### src/rtl/bkram_sd_stream_if.sv
// SD sector handshake between the backup-RAM streamer (master) and user_io (slave).
interface bkram_sd_stream_if #(
  parameter int SECT_W = 4
);
  logic [31:0]       sd_lba;
  logic              sd_rd;
  logic              sd_wr;
  logic              sd_ack;
  logic [SECT_W-1:0] buf_sect;

  modport master (output sd_lba, sd_rd, sd_wr, buf_sect, input sd_ack);
  modport slave  (input sd_lba, sd_rd, sd_wr, buf_sect, output sd_ack);
endinterface

### src/rtl/bkram_sd_stream.sv
// Streams up to 2**SECT_W backup-RAM sectors between the NVRAM buffer and user_io SD.
// Optional macro BK_DIRTY_EN: per-sector dirty bits so a save writes only modified sectors.
module bkram_sd_stream #(
  parameter int          SECT_W   = 4,
  parameter logic [31:0] LBA_BASE = 32'd0
) (
  input  logic                clk_sys,
  input  logic                RESET_n,
  input  logic                img_mounted,
  input  logic [31:0]         img_size,
  input  logic                download,
  input  logic                save_req,
  input  logic                nv_we,
  input  logic [SECT_W+8:0]   nv_addr,
  bkram_sd_stream_if.master   sd,
  output logic                bk_ena,
  output logic                bk_busy,
  output logic                bk_reset,
  output logic                dirty_any
);
  localparam int SECTORS = 1 << SECT_W;
  localparam int NW      = SECT_W + 1;

  typedef enum logic [2:0] {IDLE, SCAN, REQ, XFER, DONE} state_t;

  state_t            state_q, state_d;
  logic [SECT_W-1:0] idx_q, idx_d;
  logic              dir_q, dir_d;            // 1 = load, 0 = save
  logic [NW-1:0]     n_run_q, n_run_d;        // length latched at start
  logic [NW-1:0]     n_sect_q;
  logic              bk_ena_q, pend_load_q, pend_save_q;
  logic              mnt_q, save_q, dl_q, ack_q;
  logic              start_load, start_save;
  logic [23:0]       sz_round;
  logic [NW-1:0]     n_calc;

  wire mnt_rise  = img_mounted & ~mnt_q;
  wire save_rise = save_req & ~save_q;
  wire dl_rise   = download & ~dl_q;
  wire ack_rise  = sd.sd_ack & ~ack_q;
  wire ack_fall  = ~sd.sd_ack & ack_q;
  wire last      = ({1'b0, idx_q} == (n_run_q - 1'b1));

  // Sector count rounded up, then clamped to the buffer size.
  assign sz_round = {1'b0, img_size[31:9]} + {23'd0, |img_size[8:0]};
  assign n_calc   = (sz_round >= 24'(SECTORS)) ? NW'(SECTORS) : sz_round[NW-1:0];

`ifdef BK_DIRTY_EN
  logic [SECTORS-1:0] dirty_q, dirty_d, rng;

  always_comb begin
    rng = '0;
    for (int i = 0; i < SECTORS; i++) rng[i] = (i < int'(n_sect_q));
  end

  always_comb begin
    dirty_d = dirty_q;
    if (state_q == DONE && dir_q) dirty_d = '0;
    if (state_q == XFER && ack_fall && !dir_q) dirty_d[idx_q] = 1'b0;
    // A core write in the same cycle as the write-back must keep the sector dirty.
    if (nv_we) dirty_d[nv_addr[SECT_W+8:9]] = 1'b1;
  end

  always_ff @(posedge clk_sys or negedge RESET_n)
    if (!RESET_n) dirty_q <= '0;
    else          dirty_q <= dirty_d;

  assign dirty_any = |dirty_q;
`else
  logic unused_nv;
  assign unused_nv = ^{nv_we, nv_addr};
  assign dirty_any = 1'b0;
`endif

  always_ff @(posedge clk_sys or negedge RESET_n)
    if (!RESET_n) begin
      state_q <= IDLE;
      idx_q   <= '0;
      dir_q   <= 1'b0;
      n_run_q <= '0;
    end else begin
      state_q <= state_d;
      idx_q   <= idx_d;
      dir_q   <= dir_d;
      n_run_q <= n_run_d;
    end

  always_comb begin
    state_d    = state_q;
    idx_d      = idx_q;
    dir_d      = dir_q;
    n_run_d    = n_run_q;
    start_load = 1'b0;
    start_save = 1'b0;
    case (state_q)
      IDLE: begin
        if (bk_ena_q && pend_load_q) begin
          start_load = 1'b1;
          dir_d      = 1'b1;
          idx_d      = '0;
          n_run_d    = n_sect_q;
          state_d    = REQ;
        end else if (bk_ena_q && pend_save_q) begin
          start_save = 1'b1;
          dir_d      = 1'b0;
          idx_d      = '0;
          n_run_d    = n_sect_q;
`ifdef BK_DIRTY_EN
          state_d    = (|(dirty_q & rng)) ? SCAN : DONE;
`else
          state_d    = REQ;
`endif
        end
      end
      SCAN: begin
`ifdef BK_DIRTY_EN
        if (!bk_ena_q)             state_d = IDLE;
        else if (dirty_q[idx_q])   state_d = REQ;
        else if (last)             state_d = DONE;
        else                       idx_d   = idx_q + 1'b1;
`else
        state_d = IDLE;
`endif
      end
      REQ:  if (ack_rise) state_d = XFER;
      XFER: begin
        if (ack_fall) begin
          if (!bk_ena_q)  state_d = IDLE;
          else if (last)  state_d = DONE;
          else begin
            idx_d = idx_q + 1'b1;
`ifdef BK_DIRTY_EN
            state_d = dir_q ? REQ : SCAN;
`else
            state_d = REQ;
`endif
          end
        end
      end
      DONE:    state_d = IDLE;
      default: state_d = IDLE;
    endcase
  end

  always_comb begin
    sd.sd_rd = (state_q == REQ) &&  dir_q;
    sd.sd_wr = (state_q == REQ) && !dir_q;
    bk_busy  = (state_q != IDLE);
    bk_reset = (state_q == DONE) && dir_q;
  end

  assign sd.sd_lba   = LBA_BASE + 32'(idx_q);
  assign sd.buf_sect = idx_q;
  assign bk_ena      = bk_ena_q;

  // Request queue and mount state; edges arriving mid-transfer only set pending flags.
  always_ff @(posedge clk_sys or negedge RESET_n)
    if (!RESET_n) begin
      mnt_q       <= 1'b0;
      save_q      <= 1'b0;
      dl_q        <= 1'b0;
      ack_q       <= 1'b0;
      bk_ena_q    <= 1'b0;
      pend_load_q <= 1'b0;
      pend_save_q <= 1'b0;
      n_sect_q    <= '0;
    end else begin
      mnt_q  <= img_mounted;
      save_q <= save_req;
      dl_q   <= download;
      ack_q  <= sd.sd_ack;
      if (start_load) pend_load_q <= 1'b0;
      if (start_save) pend_save_q <= 1'b0;
      if (mnt_rise) begin
        if (img_size != 32'd0) begin
          bk_ena_q    <= 1'b1;
          pend_load_q <= 1'b1;
          n_sect_q    <= n_calc;
        end else begin
          bk_ena_q    <= 1'b0;
        end
      end
      if (save_rise && bk_ena_q) pend_save_q <= 1'b1;
      if (dl_rise) begin
        bk_ena_q    <= 1'b0;
        pend_load_q <= 1'b0;
        pend_save_q <= 1'b0;
      end
    end
endmodule
### src/flat_wrapper.sv
// flat-port wrapper written by rule: the top's interface ports become plain ports
module bkram_sd_stream_flat 
#(
  parameter int          SECT_W   = 4,
  parameter logic [31:0] LBA_BASE = 32'd0
)
  (clk_sys, RESET_n, img_mounted, img_size, download, save_req, nv_we, nv_addr, bk_ena, bk_busy, bk_reset, dirty_any, sd_sd_lba, sd_sd_rd, sd_sd_wr, sd_buf_sect, sd_sd_ack);
  bkram_sd_stream_if #(.SECT_W(SECT_W)) sd_i ();
  input  logic clk_sys;
  input  logic RESET_n;
  input  logic img_mounted;
  input  logic [31:0] img_size;
  input  logic download;
  input  logic save_req;
  input  logic nv_we;
  input  logic [SECT_W+8:0] nv_addr;
  output logic bk_ena;
  output logic bk_busy;
  output logic bk_reset;
  output logic dirty_any;
  output wire logic [$bits(sd_i.sd_lba)-1:0] sd_sd_lba;
  output wire logic [$bits(sd_i.sd_rd)-1:0] sd_sd_rd;
  output wire logic [$bits(sd_i.sd_wr)-1:0] sd_sd_wr;
  output wire logic [$bits(sd_i.buf_sect)-1:0] sd_buf_sect;
  input wire logic [$bits(sd_i.sd_ack)-1:0] sd_sd_ack;
  assign sd_sd_lba = sd_i.sd_lba;
  assign sd_sd_rd = sd_i.sd_rd;
  assign sd_sd_wr = sd_i.sd_wr;
  assign sd_buf_sect = sd_i.buf_sect;
  assign sd_i.sd_ack = sd_sd_ack;
  bkram_sd_stream #(.SECT_W(SECT_W), .LBA_BASE(LBA_BASE)) u_core (.clk_sys(clk_sys), .RESET_n(RESET_n), .img_mounted(img_mounted), .img_size(img_size), .download(download), .save_req(save_req), .nv_we(nv_we), .nv_addr(nv_addr), .sd(sd_i), .bk_ena(bk_ena), .bk_busy(bk_busy), .bk_reset(bk_reset), .dirty_any(dirty_any));
endmodule
### config.mk
export PLATFORM = sky130hd
export DESIGN_NAME = bkram_sd_stream_flat
export DESIGN_NICKNAME = d
export VERILOG_FILES = /design/src/rtl/bkram_sd_stream_if.sv /design/src/rtl/bkram_sd_stream.sv /design/src/flat_wrapper.sv
export SDC_FILE = /design/constraint.sdc
export NUM_CORES = 1
export LEC_CHECK = 0
export CORE_MARGIN = 4
export CORE_UTILIZATION = 35
export DETAILED_ROUTE_END_ITERATION = 10
export GPL_ROUTABILITY_DRIVEN = 0
export PLACE_DENSITY = 0.77
export SETUP_SLACK_MARGIN = 0.5
export SYNTH_ARGS = -nofsm -noshare
export SYNTH_HDL_FRONTEND = slang
export SYNTH_SLANG_ARGS = --single-unit
### constraint.sdc
create_clock -name clk_sys -period 2.3 [get_ports clk_sys]
set_input_delay 0.345 -clock clk_sys [delete_from_list [all_inputs] [get_ports clk_sys]]
set_output_delay 0.345 -clock clk_sys [all_outputs]
set_load 0.01 [all_outputs]
==> summary.md, run 1 <==
| Metric | Value |
|---|---|
| CTS Buf Count | `3` |
| Post-Synth Adder-Cell Area | `2.454%` |
| Top FF cell, synth | `dfrtp_1` |
| Antenna cells | `0` |
| Die ar. | `7112 um2` |
| Synthesis-to-layout area growth | `56.56%` |
| Critical Path Sink Type | `flop` |
| Worst-Skew Late Latency | `0.28 ns` |
| Largest net degree at the start of global routing | `26` |
| CP most frequent cell | `buf_6` |
| Clock root cell | `clkbuf_8` |
| Most frequent cells in the layout | `buf_4, clkdlybuf4s50_1, conb_1` |
| Minimum clock period | `2.382 ns` |
| Register area share after synthesis | `30.67%` |
| Syn Area/Cell | `8.462 um2` |
| Post-layout util | `57.28%` |
| Total vias in the final route | `2,124` |
| Mux share of post-synthesis cell area | `3.804%` |
| Async SR Flop Fraction | `100.0%` |
| Post-synthesis instance area | `2039 um2` |
| Synthesis Warnings | `0` |
| Bufs on Longest Clock Path | `2` |
| Critical path, cell by cell | `buf_6 > nor4_4 > nand3_2 > buf_4 > buf_6 > buf_6 > buf_4 > buf_4 > buf_6 > buf_6 > buf_6 > buf_6 > o41ai_4 > a211oi_2 > nand4_2 > a2bb2oi_1` |
| Commonest non-fill, non-tap cell in the layout | `buf_4` |
| NumNets Final | `400` |
| Largest family of logic cells by synthesized area | `simple AND/OR/NAND/NOR gates` |
| Status | `finished with violations` |
| Core area | `5574 um2` |
| Antenna Nets Post-Route | `0` |
| Drt first pass iters | `4` |
| DRC errors left | `0` |
| Vias per cell | `5.118` |
| CP Max Fanout | `5` |
| Die Width | `84.34 um` |
| Grt ovf | `0` |
| Clock transition at path regs | `0.10 ns` |
| WL/cell | `13.84 um` |
| CP startpoint | `img_size[2]` |
| Global-route usage over all layers | `15.63%` |
| Pleak | `1.355 nW` |
| Failing checks | `negative setup slack` |
| WL final | `5742 um` |
| DRT iter0 DRCs | `99` |
| RSZ-0062 raised after global routing | `yes` |
| Slowest cell delay on critical path | `0.33 ns` |
| Final setup fails | `7` |
| I/O pin total | `94` |
| Period utilisation layout | `103.6%` |
| Final worst slack | `-0.08232 ns` |
| Xor/xnor cell area share of the yosys netlist | `4.724%` |
| CTS HTree Levels | `1` |
| RR Startpoint | `u_core.n_run_q[0]$_DFFE_PN0P_` |
| Initial core utilization | `36.59%` |
| Hold WC Path Type | `in2async` |
| Max Clock Skew | `0.005123 ns` |
| IO Port Bufs | `50` |
| Tot Pwr | `1.575 mW` |
| Startpoint types | `primary input` |
| Post-Synth Simple-Gate Area | `30.49%` |
| DIE HEIGHT | `84.34 um` |
| Vias in the first global route | `2,118` |
| CTS tree | `built` |
| CP max-delay cell | `o41ai_4` |
| FP Rows | `27` |
| Layout cells sized above 1 | `34.69%` |
| Power per standard cell area | `493.2 nW/um2` |
| Max VDD drop | `301.5 uV` |
| Initial antenna violation count | `0` |
| Sink Count | `25` |
| Buffers plus inverters on the worst setup path | `10` |
| Final hold violations | `0` |
| Fin. max-slew vios | `0` |
| Critical path type | `in2reg` |
| Post-synth EDFFs | `0` |
| Synthesis-stage register bit count | `25` |
| Mapped Cells | `241` |
| Fmax | `419.8 MHz` |
| CP Data Arrival Time | `2.59 ns` |
| HPWL after detailed placement | `4044 um` |
| Top delay family on crit path | `buffers and inverters` |
| Max Cap Violations | `0` |
| Global-route wire length before repair | `9384 um` |
| Synth unique cells | `54` |
| Compound-cell area share of the yosys netlist | `13.87%` |
| Worst EP required | `2.51 ns` |
| Pre-CTS setup slack | `-0.7508 ns` |
[timing repair]
action / in CTS / in global routing
gates resized for setup: 56 / 29
endpoints found under the setup margin: 20 / 22
hold buffers: 0 / 0
pin swaps: 27 / 16
buffers inserted: 24 / 4
[path summary, 6_finish.rpt]
check,endpoint,slack [ns],cells past startpoint
max in group asynchronous,u_core.state_q[1]$_DFFE_PN0P_,1.61,2
hold reg to reg,u_core.n_sect_q[2]$_DFFE_PN0P_,0.50,2
hold / removal,u_core.n_run_q[2]$_DFFE_PN0P_,0.42,2
setup / recovery,u_core.n_sect_q[4]$_DFFE_PN0P_,-0.08,16
setup reg to reg,u_core.sd.buf_sect[0]$_DFFE_PN0P_,0.15,8
min in group clk_sys,u_core.n_sect_q[2]$_DFFE_PN0P_,0.50,2
[worst register-to-register path, delay by kind of cell, from the launching register on]
kind,cells,cell delay (ns)
fa+ha+maj,1,0.17
simple gates,3,0.85
buf+inv,1,0.06
xor+xnor,2,0.27
flops,1,0.38
mux,1,0.30
[registers in the layout, summed over array words and instances (netlist names)]
name,flops
u_core.mnt_q,1
u_core.ack_q,1
u_core.bk_ena,1
u_core.dir_q,1
u_core.n_sect_q,5
u_core.save_q,1
u_core.dl_q,1
u_core.n_run_q,5
u_core.sd.buf_sect,4
u_core.pend_save_q,1
u_core.state_q,3
u_core.pend_load_q,1
[metal layers]
layer | track usage (%) | part of all wire, % | up-vias
met5 | 0 | 0 | -
met4 | 4.892 | 1.7 | 0
met3 | 2.061 | 6.5 | 12
met2 | 29.20 | 51 | 86
met1 | 18.42 | 40 | 1005
li1 | - | - | 1021
[cell usage after synthesis, types with 3 or more instances]
master,n,area share (%)
a21oi_1,7,1.7
and3_1,3,0.92
and4_1,3,1.3
buf_4,33,12
dfrtp_1,25,31
ha_1,4,2.5
inv_1,6,1.1
mux2_2,6,3.3
nand2_1,25,4.6
nand3_1,8,2.0
nand4_1,12,3.7
nor2_1,20,3.7
nor2b_1,3,0.92
nor3_1,8,2.0
nor3b_1,3,1.1
nor4_1,6,1.8
o21ai_0,8,2.0
o21ai_1,4,0.98
or3_1,5,1.5
or4_1,3,1.1
xnor2_1,7,3.0
xor2_1,4,1.7
[metrics by stage]
| stage | cell area, um2 | hold slack [ns] | cells | setup TNS, ns |
|---|---|---|---|---|
| 2_1_floorplan | 2237 | 0.04941 | 269 | -1.374 |
| 3_3_place_gp | 2770 | 0.4697 | 383 | -3.052 |
| 3_5_place_dp | 2770 | 0.4711 | 383 | -3.597 |
| 4_1_cts | 3105 | 0.4326 | 411 | -0.2047 |
| 5_1_grt | 3193 | 0.4480 | 415 | -0.9154 |
| 6_report | 3193 | 0.4219 | 415 | -0.2948 |
[cells by family (layout without fill, tap and decap cells)]
family,after synthesis,in the layout
buffers and inverters,42,116
DFF,25,25
xor gates and xnor gates,11,11
other,1,29
adders and majority gates,4,4
muxes,7,7
and+or+nand+nor,112,112
AOI/OAI and AO/OA,39,39
[cell type report]
type | count | area [um2]
Tap cell | 72 | 90.09
Inverter | 6 | 22.52
Sequential cell | 25 | 630.6
Clock buffer | 3 | 41.29
Timing Repair Buffer | 106 | 935.9
Fill cell | 460 | 2381
Clock inverter | 1 | 8.758
Multi-Input combinational cell | 202 | 1464
[where the power goes]
| group | total [mW] | switching, mW | leakage, nW | internal (mW) |
|---|---|---|---|---|
| Clock | 0.281 | 0.154 | 0.0261 | 0.127 |
| Sequential | 0.579 | 0.0805 | 0.314 | 0.499 |
| Combinational | 0.715 | 0.322 | 1.01 | 0.392 |
No activity file was read; power rests on OpenSTA's default activity.
==> inputs of run 2 (changes only) <==
--- a/config.mk
+++ b/config.mk
@@ -5,12 +5,14 @@
 export SDC_FILE = /design/constraint.sdc
 export NUM_CORES = 1
 export LEC_CHECK = 0
+export ABC_AREA = 1
 export CORE_MARGIN = 4
 export CORE_UTILIZATION = 35
 export DETAILED_ROUTE_END_ITERATION = 10
 export GPL_ROUTABILITY_DRIVEN = 0
-export PLACE_DENSITY = 0.77
+export PLACE_DENSITY = 0.74
 export SETUP_SLACK_MARGIN = 0.5
+export SLEW_MARGIN = 5
 export SYNTH_ARGS = -nofsm -noshare
 export SYNTH_HDL_FRONTEND = slang
 export SYNTH_SLANG_ARGS = --single-unit
==> run 2 against run 1 <==
  * The flow now finishes without violations
  * First-iteration DRC count unchanged
  * Total power up 11%
  * Worst hold slack improved by 0.017 ns
  * Maximum frequency rose by 17%
  * Sequential share of layout area increased by 0.49 points
  * Synthesized cell count rose by 54%
  * Sequential cell count unchanged
  * Sequential power grew 6.6%
  * Critical path depth up 2
  * Largest cell class unchanged
==> summary.md, run 2 <==
| Metric | Value |
|---|---|
| Critical path type | `in2reg` |
| Power per standard cell area | `564.3 nW/um2` |
| Layout cells sized above 1 | `15.05%` |
| Minimum clock period | `2.038 ns` |
| I/O pin total | `94` |
| CP Max Fanout | `6` |
| Vias in the first global route | `2,212` |
| Antenna Nets Post-Route | `0` |
| CP Data Arrival Time | `2.25 ns` |
| Commonest non-fill, non-tap cell in the layout | `nand2_1` |
| CP max-delay cell | `nor4_4` |
| CTS HTree Levels | `1` |
| Post-synth EDFFs | `0` |
| Syn Area/Cell | `6.476 um2` |
| CP startpoint | `img_size[3]` |
| Placed instance area | `2960 um2` |
| Sink Count | `25` |
| Fmax | `490.6 MHz` |
| Grt ovf | `0` |
| Async SR Flop Fraction | `100.0%` |
| Synthesis Warnings | `0` |
| WL/cell | `10.27 um` |
| Internal power | `1.040 mW` |
| IO Port Bufs | `50` |
| Fin. max-slew vios | `0` |
| RSZ-0062 raised after global routing | `yes` |
| DIE HEIGHT | `90.74 um` |
| Max VDD drop | `209.1 uV` |
| CTS hold repair buffers | `0` |
| Flop pwr share | `35.4%` |
| Global-route wire length before repair | `9149 um` |
| Critical Path Sink Type | `flop` |
| Max Clock Skew | `0.005831 ns` |
| Comb power frac | `49.6%` |
| Pleak | `1.523 nW` |
| Synth unique cells | `28` |
| Register area share after synthesis | `26.11%` |
| Area share of the largest cell type after synthesis | `26.11%` |
| Synthesis-to-layout area growth | `28.98%` |
| Final setup fails | `0` |
| WL final | `5228 um` |
| Drt first pass iters | `4` |
| Top cells by area, synth | `dfrtp_1, nand2_1, buf_4` |
| Clock root cell | `clkbuf_8` |
| Synthesis-stage register bit count | `25` |
| Vias per cell | `4.587` |
| CTS tree | `built` |
| Bufs on Longest Clock Path | `2` |
| DRT iter0 DRCs | `99` |
| Clock power frac | `15.0%` |
| Final hold violations | `0` |
| Max Cap Violations | `0` |
| Top FF cell, synth | `dfrtp_1` |
| Worst EP required | `2.52 ns` |
| Worst-Skew Late Latency | `0.27 ns` |
| Final Cell Area | `3090 um2` |
| Period utilisation layout | `88.62%` |
| Largest net degree at the start of global routing | `26` |
| Hold WC Path Type | `in2async` |
| Sw Share | `40.39%` |
| Global-route usage over all layers | `12.68%` |
| Yosys top cell by area | `dfrtp_1` |
| Psw | `0.7043 mW` |
| Clock transition at path regs | `0.09 ns` |
| Most common cell in the netlist | `nand2_1` |
| Most frequent cells in the layout | `nand2_1, nor2_1, inv_1` |
| Mapped Cells | `370` |
| Status | `finished, final reports clean` |
| Core area | `6495 um2` |
| Total vias in the final route | `2,335` |
| Post-synthesis instance area | `2396 um2` |
| HPWL after detailed placement | `4302 um` |
| Initial antenna violation count | `0` |
| Top cells by count, synth | `nand2_1, nor2_1, inv_1, buf_4, nand3_1` |
| Post-layout util | `47.58%` |
| Slowest cell delay on critical path | `0.25 ns` |
| Critical path, cell by cell | `buf_6 > nor4_4 > and2_4 > nand2_4 > ha_4 > ha_4 > nand3_4 > inv_4 > nand2_4 > nor2_8 > nand2_1 > nand2_1 > nor2_1 > nand3_1 > nor2_4 > buf_4 > nand3_2 > nand2_1` |
| Buffers plus inverters on the worst setup path | `3` |
| Initial core utilization | `36.89%` |
| Antenna cells | `0` |
| Top delay family on crit path | `simple AND/OR/NAND/NOR gates` |
| FP Rows | `29` |
| RR Startpoint | `u_core.n_run_q[0]$_DFFE_PN0P_` |
| NumNets Final | `489` |
| Startpoint types | `primary input` |
| CTS Buf Count | `3` |
| CP most frequent cell | `nand2_1` |
| Die Width | `90.74 um` |
| Die ar. | `8234 um2` |
| DRC errors left | `0` |
-- run 2: worst paths after layout --
path,end,slack [ns],cells past startpoint
hold / removal,u_core.sd.buf_sect[0]$_DFFE_PN0P_,0.44,2
setup reg to reg,u_core.sd.buf_sect[0]$_DFFE_PN0P_,0.62,9
min in group clk_sys,u_core.n_sect_q[2]$_DFFE_PN0P_,0.49,2
setup / recovery,u_core.n_sect_q[1]$_DFFE_PN0P_,0.26,18
max in group asynchronous,u_core.n_sect_q[2]$_DFFE_PN0P_,1.62,2
hold reg to reg,u_core.n_sect_q[2]$_DFFE_PN0P_,0.49,2
-- run 2: per-stage QoR --
| step | setup TNS [ns] | hold WS, ns | power, mW | setup slack [ns] | cells |
|---|---|---|---|---|---|
| final | 0 | 0.4392 | 1.744 | 0.2618 | 509 |
| after global routing | 0 | 0.4621 | 1.900 | 0.05779 | 509 |
| after CTS | 0 | 0.4424 | 1.721 | 0.2681 | 508 |
| after detailed placement | -1.727 | 0.4676 | 1.452 | -0.3868 | 502 |
| after global placement | -1.493 | 0.4661 | 1.426 | -0.3497 | 502 |
| after floorplan | 0 | 0.04941 | 1.189 | 0.1908 | 398 |
-- run 2: repair_timing --
item / 4_1_cts / 5_1_grt
pin swaps: 16 / 10
gates resized for setup: 38 / 15
setup endpoints to repair: 8 / 12
cloned: 0 / 0
setup buffers: 2 / 1
-- run 2: area by class of cell --
class	count	area, um2
well taps	77	96.34
fillers	689	3405
clock inverters	1	7.507
multi-input cells	288	1541
inverters	52	197.7
clock buffers	3	41.29
flip-flops and latches	25	625.6
repair buffers	63	580.6
-- run 2: logic make-up after synthesis --
group,count (synthesis),share of synthesized area (%)
DFF,25,26.11
adders and majority gates,4,2.089
and+or+nand+nor,220,43.19
other,1,0.1565
xor gates and xnor gates,13,4.752
buffers and inverters,85,18.49
AOI/OAI and AO/OA,22,5.222
-- run 2: power groups by stage --
stage | combinational (mW) | clock [mW] | sequential (mW)
after floorplan | 0.569 | 0 | 0.620
final | 0.865 | 0.262 | 0.617
after global placement | 0.803 | 0 | 0.623
after global routing | 0.975 | 0.293 | 0.632
after CTS | 0.830 | 0.273 | 0.618
after detailed placement | 0.823 | 0 | 0.629
-- run 2: layer usage --
metal,vias to the layer above,wire (um),track usage (%)
met5,-,0,0
met4,0,25,1.913
met3,3,286,1.917
met2,66,2540,23.10
met1,1039,2376,15.98
li1,1227,-,-
==> inputs of run 3 (changes only) <==
==> constraint.sdc (replaced) <==
create_clock -name clk_sys -period 2.2 [get_ports clk_sys]
set_input_delay 0.33 -clock clk_sys [delete_from_list [all_inputs] [get_ports clk_sys]]
set_output_delay 0.33 -clock clk_sys [all_outputs]
set_load 0.01 [all_outputs]
==> run 3 against run 2 <==
  * Wire length up 7.2%
  * Non-clock buffer count up 10
  * Clock power up 3%
  * Worst hold slack worse by 0.023 ns
  * Critical path type unchanged
==> summary.md, run 3 (synthesis gave the netlist of run 2 again) <==
| Metric | Value |
|---|---|
| Max Clock Skew | `0.003984 ns` |
| DRT iter0 DRCs | `112` |
| Flop pwr share | `33.4%` |
| Grt ovf | `0` |
| Clock power frac | `14.0%` |
| Startpoint types | `primary input` |
| Fmax | `493.9 MHz` |
| DRC errors left | `0` |
| Slowest cell delay on critical path | `0.26 ns` |
| Antenna cells | `0` |
| Die Width | `90.74 um` |
| Bufs on Longest Clock Path | `2` |
| CP Data Arrival Time | `2.20 ns` |
| Pre-CTS setup slack | `-0.4605 ns` |
| Worst reg2reg path depth | `10` |
| HPWL after detailed placement | `4423 um` |
| Layout cells sized above 1 | `20.81%` |
| IO Port Bufs | `50` |
| Global-route wire length before repair | `9266 um` |
| FP Rows | `29` |
| Final hold violations | `0` |
| Footprint of the multi-input gates | `1610 um2` |
| Minimum clock period | `2.025 ns` |
| CP Max Fanout | `6` |
| CTS Buf Count | `3` |
| Register area | `626.9 um2` |
| R2R setup slack | `0.57 ns` |
| Die ar. | `8234 um2` |
| Pleak | `1.599 nW` |
| Clock root cell | `clkbuf_8` |
| CTS HTree Levels | `1` |
| Final Non-Filler Cells | `519` |
| RR Startpoint | `u_core.n_run_q[0]$_DFFE_PN0P_` |
| Sw Share | `39.99%` |
| Commonest non-fill, non-tap cell in the layout | `nand2_1` |
| Fin. max-slew vios | `0` |
| Vias in the first global route | `2,211` |
| Worst EP required | `2.37 ns` |
| Initial core utilization | `36.89%` |
| NumNets Final | `499` |
| Largest net degree at the start of global routing | `26` |
| Power per standard cell area | `599.9 nW/um2` |
| Worst r2r dst | `u_core.sd.buf_sect[3]$_DFFE_PN0P_` |
| Max Cap Violations | `0` |
| Status | `finished, final reports clean` |
| Global-route usage over all layers | `12.96%` |
| Max VDD drop | `224.8 uV` |
| CP max-delay cell | `nor4_4` |
| Sink Count | `25` |
| CP most frequent cell | `nand2_1` |
| Post-route setup TNS | `0 ns` |
| Most frequent cells in the layout | `nand2_1, nor2_1, inv_1` |
| Comb power frac | `52.6%` |
| Final setup fails | `0` |
| Hold WC Path Type | `in2async` |
| CTS tree | `built` |
| Inst Count DP | `507` |
| Synthesis-to-layout area growth | `34.67%` |
| Total vias in the final route | `2,413` |
| Final worst slack | `0.1751 ns` |
| DIE HEIGHT | `90.74 um` |
| Core area | `6495 um2` |
| Placed instance area | `2998 um2` |
| Period utilisation layout | `92.04%` |
| Critical Path Sink Type | `flop` |
| Clock transition at path regs | `0.08 ns` |
| Worst-Skew Late Latency | `0.27 ns` |
| Drt first pass iters | `5` |
| Final Cell Area | `3227 um2` |
| Tot Pwr | `1.936 mW` |
| Vias per cell | `4.649` |
| I/O pin total | `94` |
| Internal power | `1.162 mW` |
| Antenna Nets Post-Route | `0` |
| Initial antenna violation count | `0` |
| Critical path, cell by cell | `buf_6 > nor4_4 > and2_4 > nand2_4 > ha_4 > ha_4 > nand3_4 > inv_4 > nand2_4 > nor2_8 > nand2_2 > nand2_1 > nor2_1 > nand3_1 > nor2_4 > nand3_2 > nand2_1 > nand2_1` |
| RSZ-0062 raised after global routing | `yes` |
| WL/cell | `10.80 um` |
| Fillers | `650` |
| WL final | `5607 um` |
| Psw | `0.7742 mW` |
| Critical path type | `in2reg` |
## run 3: worst max path at each step
stage,end,slack (ns),startpoint,cells past startpoint
after floorplan,u_core.n_sect_q[4]$_DFFE_PN0P_,0.11,img_size[6],17
after global placement,u_core.n_sect_q[4]$_DFFE_PN0P_,-0.39,img_size[1],18
after detailed placement,u_core.n_sect_q[4]$_DFFE_PN0P_,-0.46,img_size[6],18
after CTS,u_core.n_sect_q[4]$_DFFE_PN0P_,0.19,img_size[0],18
after global routing,u_core.n_sect_q[4]$_DFFE_PN0P_,0.02,img_size[0],17
final,u_core.n_sect_q[4]$_DFFE_PN0P_,0.18,img_size[0],18
## run 3: worst max-delay path, delay by kind of cell
| family | cells | cell delay (ns) |
|---|---|---|
| buf+inv | 2 | 0.14 |
| simple gates | 14 | 1.38 |
| fa+ha+maj | 2 | 0.34 |
## run 3: power groups by stage
stage / sequential, mW / combinational [mW] / clock, mW
after CTS: 0.646 / 0.876 / 0.280
after floorplan: 0.648 / 0.595 / 0
after detailed placement: 0.656 / 0.871 / 0
after global placement: 0.651 / 0.851 / 0
final: 0.647 / 1.02 / 0.271
after global routing: 0.663 / 1.14 / 0.297
## run 3: layout make-up
| class | instances | area share [%] |
|---|---|---|
| Multi-Input combinational cell | 288 | 49.90 |
| Inverter | 52 | 6.126 |
| Sequential cell | 25 | 19.43 |
| Clock buffer | 4 | 1.396 |
| Tap cell | 77 | 2.986 |
| Timing Repair Buffer | 73 | 20.16 |
## run 3: metal layers
metal  track usage, %  vias to the layer above  share of wire [%]
li1                 -                     1249                  -
met1            16.81                     1080                 44
met2            23.29                       71                 49
met3            1.417                       13                5.4
met4            2.296                        0                1.8
met5                0                        -                  0
## run 3: timing repair
item,CTS,global route
buffers inserted,3,5
gates cloned,0,0
hold buffers,0,0
setup endpoints to repair,10,17
hold endpoints to repair,0,0
resized for setup,44,35
pin swaps,23,11
## run 3: metrics by stage
stage	hold slack, ns	util (%)
2_1_floorplan	0.03441	-
3_5_place_dp	0.4664	46.16
6_report	0.4158	49.68
3_3_place_gp	0.4706	46.16
5_1_grt	0.4592	49.68
4_1_cts	0.4277	47.37
